--- src/rtl/caterr_event_monitor.sv ---
// Classifies the combined CATERR/RMCA line as a short MCERR pulse or a held IERR level, with sticky flags and BMC irq.
// Optional saturating event counter is built only when CATERR_EVENT_CNT_EN is defined; otherwise oEventCnt is tied to 0.
module caterr_event_monitor #(
    parameter int unsigned SYNC_STAGES  = 2,
    parameter int unsigned MIN_WIDTH    = 2,
    parameter int unsigned LEVEL_THRESH = 1000,
    parameter int unsigned CNT_WIDTH    = 8
) (
    input  logic                 iClk,
    input  logic                 iRst_n,
    input  logic                 iCpuRmcaCatErr_n,
    input  logic                 iClrStatus,
    output logic                 oMcerrSeen,
    output logic                 oIerrSeen,
    output logic                 oCatErrActive,
    output logic                 oEventIrq_n,
    output logic [CNT_WIDTH-1:0] oEventCnt
);

    localparam int unsigned W_W = $clog2(LEVEL_THRESH + 1);

    typedef enum logic [1:0] {
        ST_IDLE = 2'd0,
        ST_LOW  = 2'd1,
        ST_HOLD = 2'd2
    } state_t;

    logic [SYNC_STAGES-1:0] sync_q, sync_d;
    state_t                 state_q, state_d;
    logic [W_W-1:0]         w_q, w_d;
    logic                   mcerr_q, mcerr_d;
    logic                   ierr_q, ierr_d;
    logic                   active_q, active_d;
    logic                   irq_n_q, irq_n_d;
    logic                   s;
    logic                   set_mcerr;
    logic                   set_ierr;

    assign s = sync_q[SYNC_STAGES-1];

    // Width measurement and classification; set beats a coincident clear.
    always_comb begin
        sync_d    = {sync_q[SYNC_STAGES-2:0], iCpuRmcaCatErr_n};
        state_d   = state_q;
        w_d       = w_q;
        set_mcerr = 1'b0;
        set_ierr  = 1'b0;
        case (state_q)
            ST_IDLE: begin
                if (!s) begin
                    state_d = ST_LOW;
                    w_d     = W_W'(1);
                end else begin
                    w_d = '0;
                end
            end
            ST_LOW: begin
                if (!s) begin
                    w_d = w_q + W_W'(1);
                    if (w_d == W_W'(LEVEL_THRESH)) begin
                        state_d  = ST_HOLD;
                        set_ierr = 1'b1;
                    end
                end else begin
                    set_mcerr = (w_q >= W_W'(MIN_WIDTH));
                    state_d   = ST_IDLE;
                    w_d       = '0;
                end
            end
            ST_HOLD: begin
                if (s) begin
                    state_d = ST_IDLE;
                    w_d     = '0;
                end
            end
            default: begin
                state_d = ST_IDLE;
                w_d     = '0;
            end
        endcase
        mcerr_d  = set_mcerr | (mcerr_q & ~iClrStatus);
        ierr_d   = set_ierr  | (ierr_q  & ~iClrStatus);
        active_d = (state_d != ST_IDLE);
        irq_n_d  = ~(mcerr_q | ierr_q);
    end

    always_ff @(posedge iClk) begin
        if (!iRst_n) begin
            sync_q   <= '1;
            state_q  <= ST_IDLE;
            w_q      <= '0;
            mcerr_q  <= 1'b0;
            ierr_q   <= 1'b0;
            active_q <= 1'b0;
            irq_n_q  <= 1'b1;
        end else begin
            sync_q   <= sync_d;
            state_q  <= state_d;
            w_q      <= w_d;
            mcerr_q  <= mcerr_d;
            ierr_q   <= ierr_d;
            active_q <= active_d;
            irq_n_q  <= irq_n_d;
        end
    end

    assign oMcerrSeen    = mcerr_q;
    assign oIerrSeen     = ierr_q;
    assign oCatErrActive = active_q;
    assign oEventIrq_n   = irq_n_q;

`ifdef CATERR_EVENT_CNT_EN
    logic [CNT_WIDTH-1:0] cnt_q, cnt_d;
    logic                 evt;

    // Saturating event count; a clear coinciding with an event leaves 1.
    always_comb begin
        evt   = set_mcerr | set_ierr;
        cnt_d = cnt_q;
        if (iClrStatus) begin
            cnt_d = evt ? CNT_WIDTH'(1) : '0;
        end else if (evt && (cnt_q != '1)) begin
            cnt_d = cnt_q + CNT_WIDTH'(1);
        end
    end

    always_ff @(posedge iClk) begin
        if (!iRst_n) begin
            cnt_q <= '0;
        end else begin
            cnt_q <= cnt_d;
        end
    end

    assign oEventCnt = cnt_q;
`else
    assign oEventCnt = '0;
`endif

endmodule

--- config.mk ---
export PLATFORM = sky130hd
export DESIGN_NAME = caterr_event_monitor
export DESIGN_NICKNAME = d
export VERILOG_FILES = /design/src/rtl/caterr_event_monitor.sv
export SDC_FILE = /design/constraint.sdc
export NUM_CORES = 1
export LEC_CHECK = 0
export ABC_AREA = 1
export CAP_MARGIN = 15
export CORE_UTILIZATION = 56
export DETAILED_ROUTE_END_ITERATION = 7
export PLACE_DENSITY = 0.93
export SETUP_SLACK_MARGIN = 0.4
export SLEW_MARGIN = 40
export SYNTH_ARGS = -nofsm -noshare
export SYNTH_HDL_FRONTEND = slang
export SYNTH_SLANG_ARGS = --single-unit
--- constraint.sdc ---
create_clock -name iClk -period 3 [get_ports iClk]
set_input_delay 0.9 -clock iClk [delete_from_list [all_inputs] [get_ports iClk]]
set_output_delay 0.9 -clock iClk [all_outputs]
set_load 0.02 [all_outputs]
==> flow_summary.json, run 1 <==
{
  "muxShareOfSynthArea": 0,
  "pwr-share-comb": 0.052,
  "finalMaxSlewViolations": 0,
  "hpwl_um": 1460,
  "path_clk_slew_ns": 0.11,
  "clk-insertion-delay-late_ns": 0.30,
  "ant_nets": 0,
  "drtPass1Iterations": 4,
  "tns_ns": 0,
  "fin_crit_ns": 2.18,
  "grt_max_degree": 14,
  "grt.total_usage": 0.215,
  "tightest_slew_ns": 0.554,
  "rr_worst_depth": 9,
  "rsz0062_at_grt": "false",
  "vias_per_cell": 5.19,
  "fill_cells": 134,
  "crit_start": "oIerrSeen",
  "regToRegStartpoint": "w_q[0]",
  "endpoint_kind": "primary output",
  "yosys.area_share.simple": 0.374,
  "cts-root-buf": "clkbuf_4",
  "nets": 156,
  "die-area_sq_um": 1980,
  "synthAdderAreaFrac": 0.0247,
  "drc": 0,
  "clock_path_buffers": 2,
  "regArea_sq_um": 360,
  "avgRoutedWirePerCell_um": 11.2,
  "cp.arrival_ns": 1.28,
  "start_util": 0.593,
  "h-tree-depth": 1,
  "cts_tree": "done",
  "critPathLaunchType": "register",
  "synth_warnings": 0,
  "worstPathMaxFanout": 3,
  "synth_top_family_by_area": "simple AND/OR/NAND/NOR gates",
  "cp_slowest_cell": "clkdlybuf4s50_1",
  "ctsResizeCount": 0,
  "area_growth_syn_to_layout_pct": 9.88,
  "syn_inst": 140,
  "multi_input_area_sq_um": 537,
  "power_frac_clock": 0.368,
  "hold_class": "register to register",
  "leakage_nw": 0.426,
  "status": "finished clean",
  "die_w_um": 44.5,
  "crit_chain": "clkdlybuf4s50_1",
  "synth_compound_area_frac": 0.101,
  "p_int_mw": 0.322,
  "core_sq_um": 1710,
  "gp_congestion": 0.896,
  "wl_um": 1940,
  "hp-start": "sync_q[0]",
  "antenna_found_initial": 0,
  "hold_viol": 0,
  "die_h_um": 44.5,
  "ir_drop_v": 0.000337,
  "synth.distinct_cells": 25,
  "grt-ovfl-total": 0,
  "grt_pass1_vias": 737,
  "power_mw": 0.420,
  "port-buffer-count": 7,
  "relSlewSlack": 0.629,
  "cts_hold_buf": 0,
  "ys_seq_area_frac": 0.356,
  "worstPathRequired_ns": 2.10,
  "fin_crit_sh": 0.726,
  "pin_count": 16,
  "critPathTopFamily": "buffers and inverters",
  "synth_seq_cells": 18,
  "fin_worst_skew_ns": 0.00495,
  "syn_area_sq_um": 1010,
  "cts.sinks": 18,
  "finalSetupViolCount": 0,
  "yosys.area_share.xor_xnor": 0,
  "cp_num_buf_inv": 1,
  "p_sw_frac": 0.234,
  "rows": 15,
  "antenna_cells": 0,
  "grt_pass1_wl_um": 3070,
  "cpPeakStageDelay_ns": 0.61,
  "drtIter0Drc": 26,
  "pwr-share-seq": 0.580,
  "hold_depth": 1,
  "crit_type": "register to primary output",
  "worstSetupPathDepth": 1,
  "cts_made_buffers": 3,
  "fmax_mhz": 459,
  "switchingPower_mw": 0.0982,
  "syn_area_per_cell_sq_um": 7.24,
  "drive_gt1_frac": 0.181,
  "via_count": 903,
  "post-cts-setup-buffers": 0,
  "pwr_density_cell_nw_per_um2": 377,
  "maxCapViolations": 0
}
[worst paths after layout]
check	slack [ns]	end
hold / removal	0.43	sync_q[1]
setup reg to reg	1.36	state_q[1]
setup / recovery	0.82	oIerrSeen
hold reg to reg	0.43	sync_q[1]
[placed cells by master, fill, tap and decap left out]
cell type,Yosys,final
nor4_1,2,2
o211ai_1,2,2
or2_2,3,3
nor3_1,3,3
clkbuf_8,0,1
o21a_1,1,1
clkbuf_4,0,3
nand3_1,6,6
o21ai_1,1,1
inv_2,3,3
ha_1,2,2
inv_1,18,18
nor2_2,3,3
nor3_2,1,1
nor2_4,3,3
clkdlybuf4s50_1,0,7
nand2_2,6,6
a21oi_1,12,12
nor3_4,1,1
nand2_1,30,30
nand4_1,4,4
dfxtp_1,18,18
conb_1,1,8
nor2_1,5,5
nand3_2,3,3
o21ai_0,3,3
[power groups by stage]
stage	logic [mW]	registers (mW)	clock network [mW]
2_1_floorplan	0.0229	0.249	0
3_3_place_gp	0.0213	0.249	0
3_5_place_dp	0.0217	0.249	0
4_1_cts	0.0218	0.243	0.153
5_1_grt	0.0240	0.244	0.165
6_report	0.0220	0.243	0.154
[cells by family after synthesis]
kind of cell,count (synthesis)
simple gates,70
other cells,1
fa+ha+maj,2
flops,18
buf+inv,30
compound gates,19
[routing by layer]
metal  GRT usage  part of all wire
met1       0.285              0.45
met2       0.315              0.48
met3      0.0694             0.046
met4       0.103             0.024
met5           0                 0
[sequential cells by signal (all words and copies together) (netlist names)]
signal and cells:
oEventIrq_n 1, state_q 2, oCatErrActive 1, oMcerrSeen 1, w_q 10, oIerrSeen 1
sync_q 2
[through the flow]
| step | worst slack, ns | cells | util | instance area (sq um) | hold slack [ns] |
|---|---|---|---|---|---|
| floorplan | 1.59 | 147 | - | 1040 | 0.393 |
| global placement | 0.893 | 170 | 0.631 | 1080 | 0.403 |
| detailed placement | 0.871 | 170 | 0.631 | 1080 | 0.407 |
| CTS | 0.823 | 174 | 0.652 | 1110 | 0.432 |
| global route | 0.792 | 174 | 0.652 | 1110 | 0.455 |
| finish | 0.821 | 174 | 0.652 | 1110 | 0.431 |
[synthesized netlist by cell type, drive strengths merged]
master | count | share of area
nor2 | 11 | 0.070
nor4 | 2 | 0.012
conb | 1 | 0.0037
inv | 21 | 0.078
o21a | 1 | 0.0074
nand2 | 36 | 0.15
nand4 | 4 | 0.025
nand3 | 9 | 0.059
clkbuf | 1 | 0.0037
o211ai | 2 | 0.015
ha | 2 | 0.025
or2 | 3 | 0.019
a21oi | 12 | 0.059
nor3 | 5 | 0.041
dfxtp | 18 | 0.36
o21ai | 4 | 0.020
buf | 8 | 0.059
[area by class of cell]
class | count | area share
clock buffer | 4 | 0.0326
inverter | 21 | 0.0708
multi-input combinational | 99 | 0.482
timing repair buffer | 7 | 0.0629
sequential | 18 | 0.324
tap | 25 | 0.0281
(Power assumes the default switching activity.)
==> run 2: changes to the inputs <==
--- a/config.mk
+++ b/config.mk
@@ -7,9 +7,9 @@
 export LEC_CHECK = 0
 export ABC_AREA = 1
 export CAP_MARGIN = 15
-export CORE_UTILIZATION = 56
+export CORE_UTILIZATION = 47
 export DETAILED_ROUTE_END_ITERATION = 7
-export PLACE_DENSITY = 0.93
+export PLACE_DENSITY = 0.84
 export SETUP_SLACK_MARGIN = 0.4
 export SLEW_MARGIN = 40
 export SYNTH_ARGS = -nofsm -noshare
==> constraint.sdc (replaced) <==
create_clock -name iClk -period 2 [get_ports iClk]
set_input_delay 0.6 -clock iClk [delete_from_list [all_inputs] [get_ports iClk]]
set_output_delay 0.6 -clock iClk [all_outputs]
set_load 0.02 [all_outputs]
==> run 2 against run 1 <==
Compared with the run above:
- non-clock buffer count grew 1
- clock-buffer cell count stayed put
- critical path depth stayed put
==> flow_summary.json, run 2 (synthesized netlist as in run 1, its figures left out) <==
{
  "cpPeakStageDelay_ns": 0.32,
  "wl_um": 1990,
  "finalSetupViolCount": 0,
  "holdPathEnd": "sync_q[1]",
  "grt_pass1_wl_um": 3480,
  "layout_common_cells": "nand2_1 (30), inv_1 (18), dfxtp_1 (16)",
  "crit_chain": "dlygate4sd2_1",
  "fmax_mhz": 645,
  "area_growth_syn_to_layout_pct": 10.6,
  "grt_pass1_vias": 828,
  "pin_count": 16,
  "largest_register_ffs": 10,
  "reg2reg_slack_ns": 0.50,
  "hpwl_um": 1480,
  "regToRegStartpoint": "w_q[0]",
  "fin_crit_sh": 0.776,
  "grt_max_degree": 11,
  "crit_type": "register to primary output",
  "drc": 0,
  "avgRoutedWirePerCell_um": 11.2,
  "clk-insertion-delay-late_ns": 0.31,
  "cp.arrival_ns": 0.95,
  "final_cells": 177,
  "layout_commonest_cell": "nand2_1",
  "via_count": 888,
  "grt.total_usage": 0.192,
  "drtIter0Drc": 43,
  "worstPathMaxFanout": 1,
  "drive_gt1_frac": 0.220,
  "antenna_found_initial": 0,
  "whs_ns": 0.448,
  "antenna_cells": 0,
  "status": "finished clean",
  "grt-ovfl-total": 0,
  "cp_slowest_cell": "dfxtp_1",
  "hp-start": "sync_q[0]",
  "rsz0062_at_grt": "true",
  "cts_hold_buf": 0,
  "tightest_slew_ns": 0.572,
  "rows": 16,
  "cp_num_buf_inv": 1,
  "relSlewSlack": 0.617,
  "maxCapViolations": 0,
  "clock_path_buffers": 2,
  "pwr_density_cell_nw_per_um2": 560,
  "crit_start": "oCatErrActive",
  "cts_tree": "done",
  "finalMaxSlewViolations": 0,
  "hold_class": "register to register",
  "hold_depth": 1,
  "dp.cells": 173,
  "endpoint_kind": "primary output",
  "critPathTopFamily": "flip-flops",
  "die-area_sq_um": 2350,
  "fin_worst_skew_ns": 0.0147,
  "cts.sinks": 18,
  "die_h_um": 48.4,
  "path_clk_slew_ns": 0.11,
  "cts-root-buf": "clkbuf_4",
  "nets": 157,
  "worst_r2r_endpoint": "state_q[0]",
  "tns_ns": 0,
  "critPathLaunchType": "register",
  "ant_nets": 0,
  "gp_congestion": 0.809,
  "regMostFlops": "w_q",
  "leakage_nw": 0.434,
  "hold_viol": 0,
  "die_w_um": 48.4,
  "worstSetupPathDepth": 1,
  "start_util": 0.506,
  "ir_drop_v": 0.000584,
  "reg_top3": "w_q: 10 flops, state_q: 2 flops, sync_q: 2 flops",
  "worstPathRequired_ns": 1.40,
  "drtPass1Iterations": 4,
  "core_sq_um": 2000,
  "cts_made_buffers": 3,
  "h-tree-depth": 1,
  "rr_worst_depth": 11,
  "port-buffer-count": 7,
  "fin_crit_ns": 1.55,
  "vias_per_cell": 5.02
}
run 2: cell count changes in the layout (fill, tap and decap cells not counted):
cell             previous run  this run
dfxtp_1                    18        16
clkbuf_2                    0         2
dfxtp_4                     0         2
clkdlybuf4s50_1             7         3
ha_2                        0         1
ha_1                        2         1
dlygate4sd2_1               0         2
buf_4                       0         1
run 2: worst max-delay path by stage:
stage | to | slack [ns]
detailed placement | sync_q[0] | 0.32
finish | oCatErrActive | 0.45
floorplan | state_q[0] | 0.62
global route | state_q[1] | 0.39
global placement | sync_q[0] | 0.34
CTS | oIerrSeen | 0.38
run 2: metrics by stage:
step	util	power (mW)	setup slack, ns	area [sq um]
after detailed placement	0.543	0.408	0.321	1090
after global placement	0.543	0.407	0.342	1090
after floorplan	-	0.408	0.621	1040
final	0.560	0.628	0.449	1120
after global routing	0.560	0.649	0.387	1120
after CTS	0.559	0.631	0.376	1120
run 2: cell type report:
class / count / area, sq um
multi-input cells: 99 / 539
clock buffers: 4 / 36.3
fillers: 194 / 881
repair buffers: 8 / 65.1
flip-flops and latches: 18 / 368
inverters: 21 / 78.8
well taps: 27 / 33.8
run 2: per-layer routing:
metal,share of wire,routed length (um),GRT usage
met2,0.50,991,0.333
met1,0.44,880,0.236
met4,0.021,41,0.0882
met3,0.037,73,0.0283
met5,0,0,0
run 2: what timing repair did:
action / CTS / global route
gates resized for setup: 5 / 8
endpoints found under the hold margin: 0 / 0
endpoints found under the setup margin: 4 / 5
buffers inserted: 0 / 0
run 2: worst reg2reg max path: stages (launching register included):
cell and delay, ns:
dfxtp_4 0.39, ha_2 0.21, nand2_2 0.13, inv_2 0.07, nand3_1 0.08, nand2_1 0.08
inv_1 0.06, nand2_1 0.08, nor2_4 0.12, nand4_1 0.08, nand2_1 0.07, inv_1 0.04
run 2: power by group:
| group | switching, mW | internal [mW] | total (mW) |
|---|---|---|---|
| clock network | 0.119 | 0.111 | 0.230 |
| registers | 0.00360 | 0.359 | 0.363 |
| logic | 0.0239 | 0.0103 | 0.0342 |
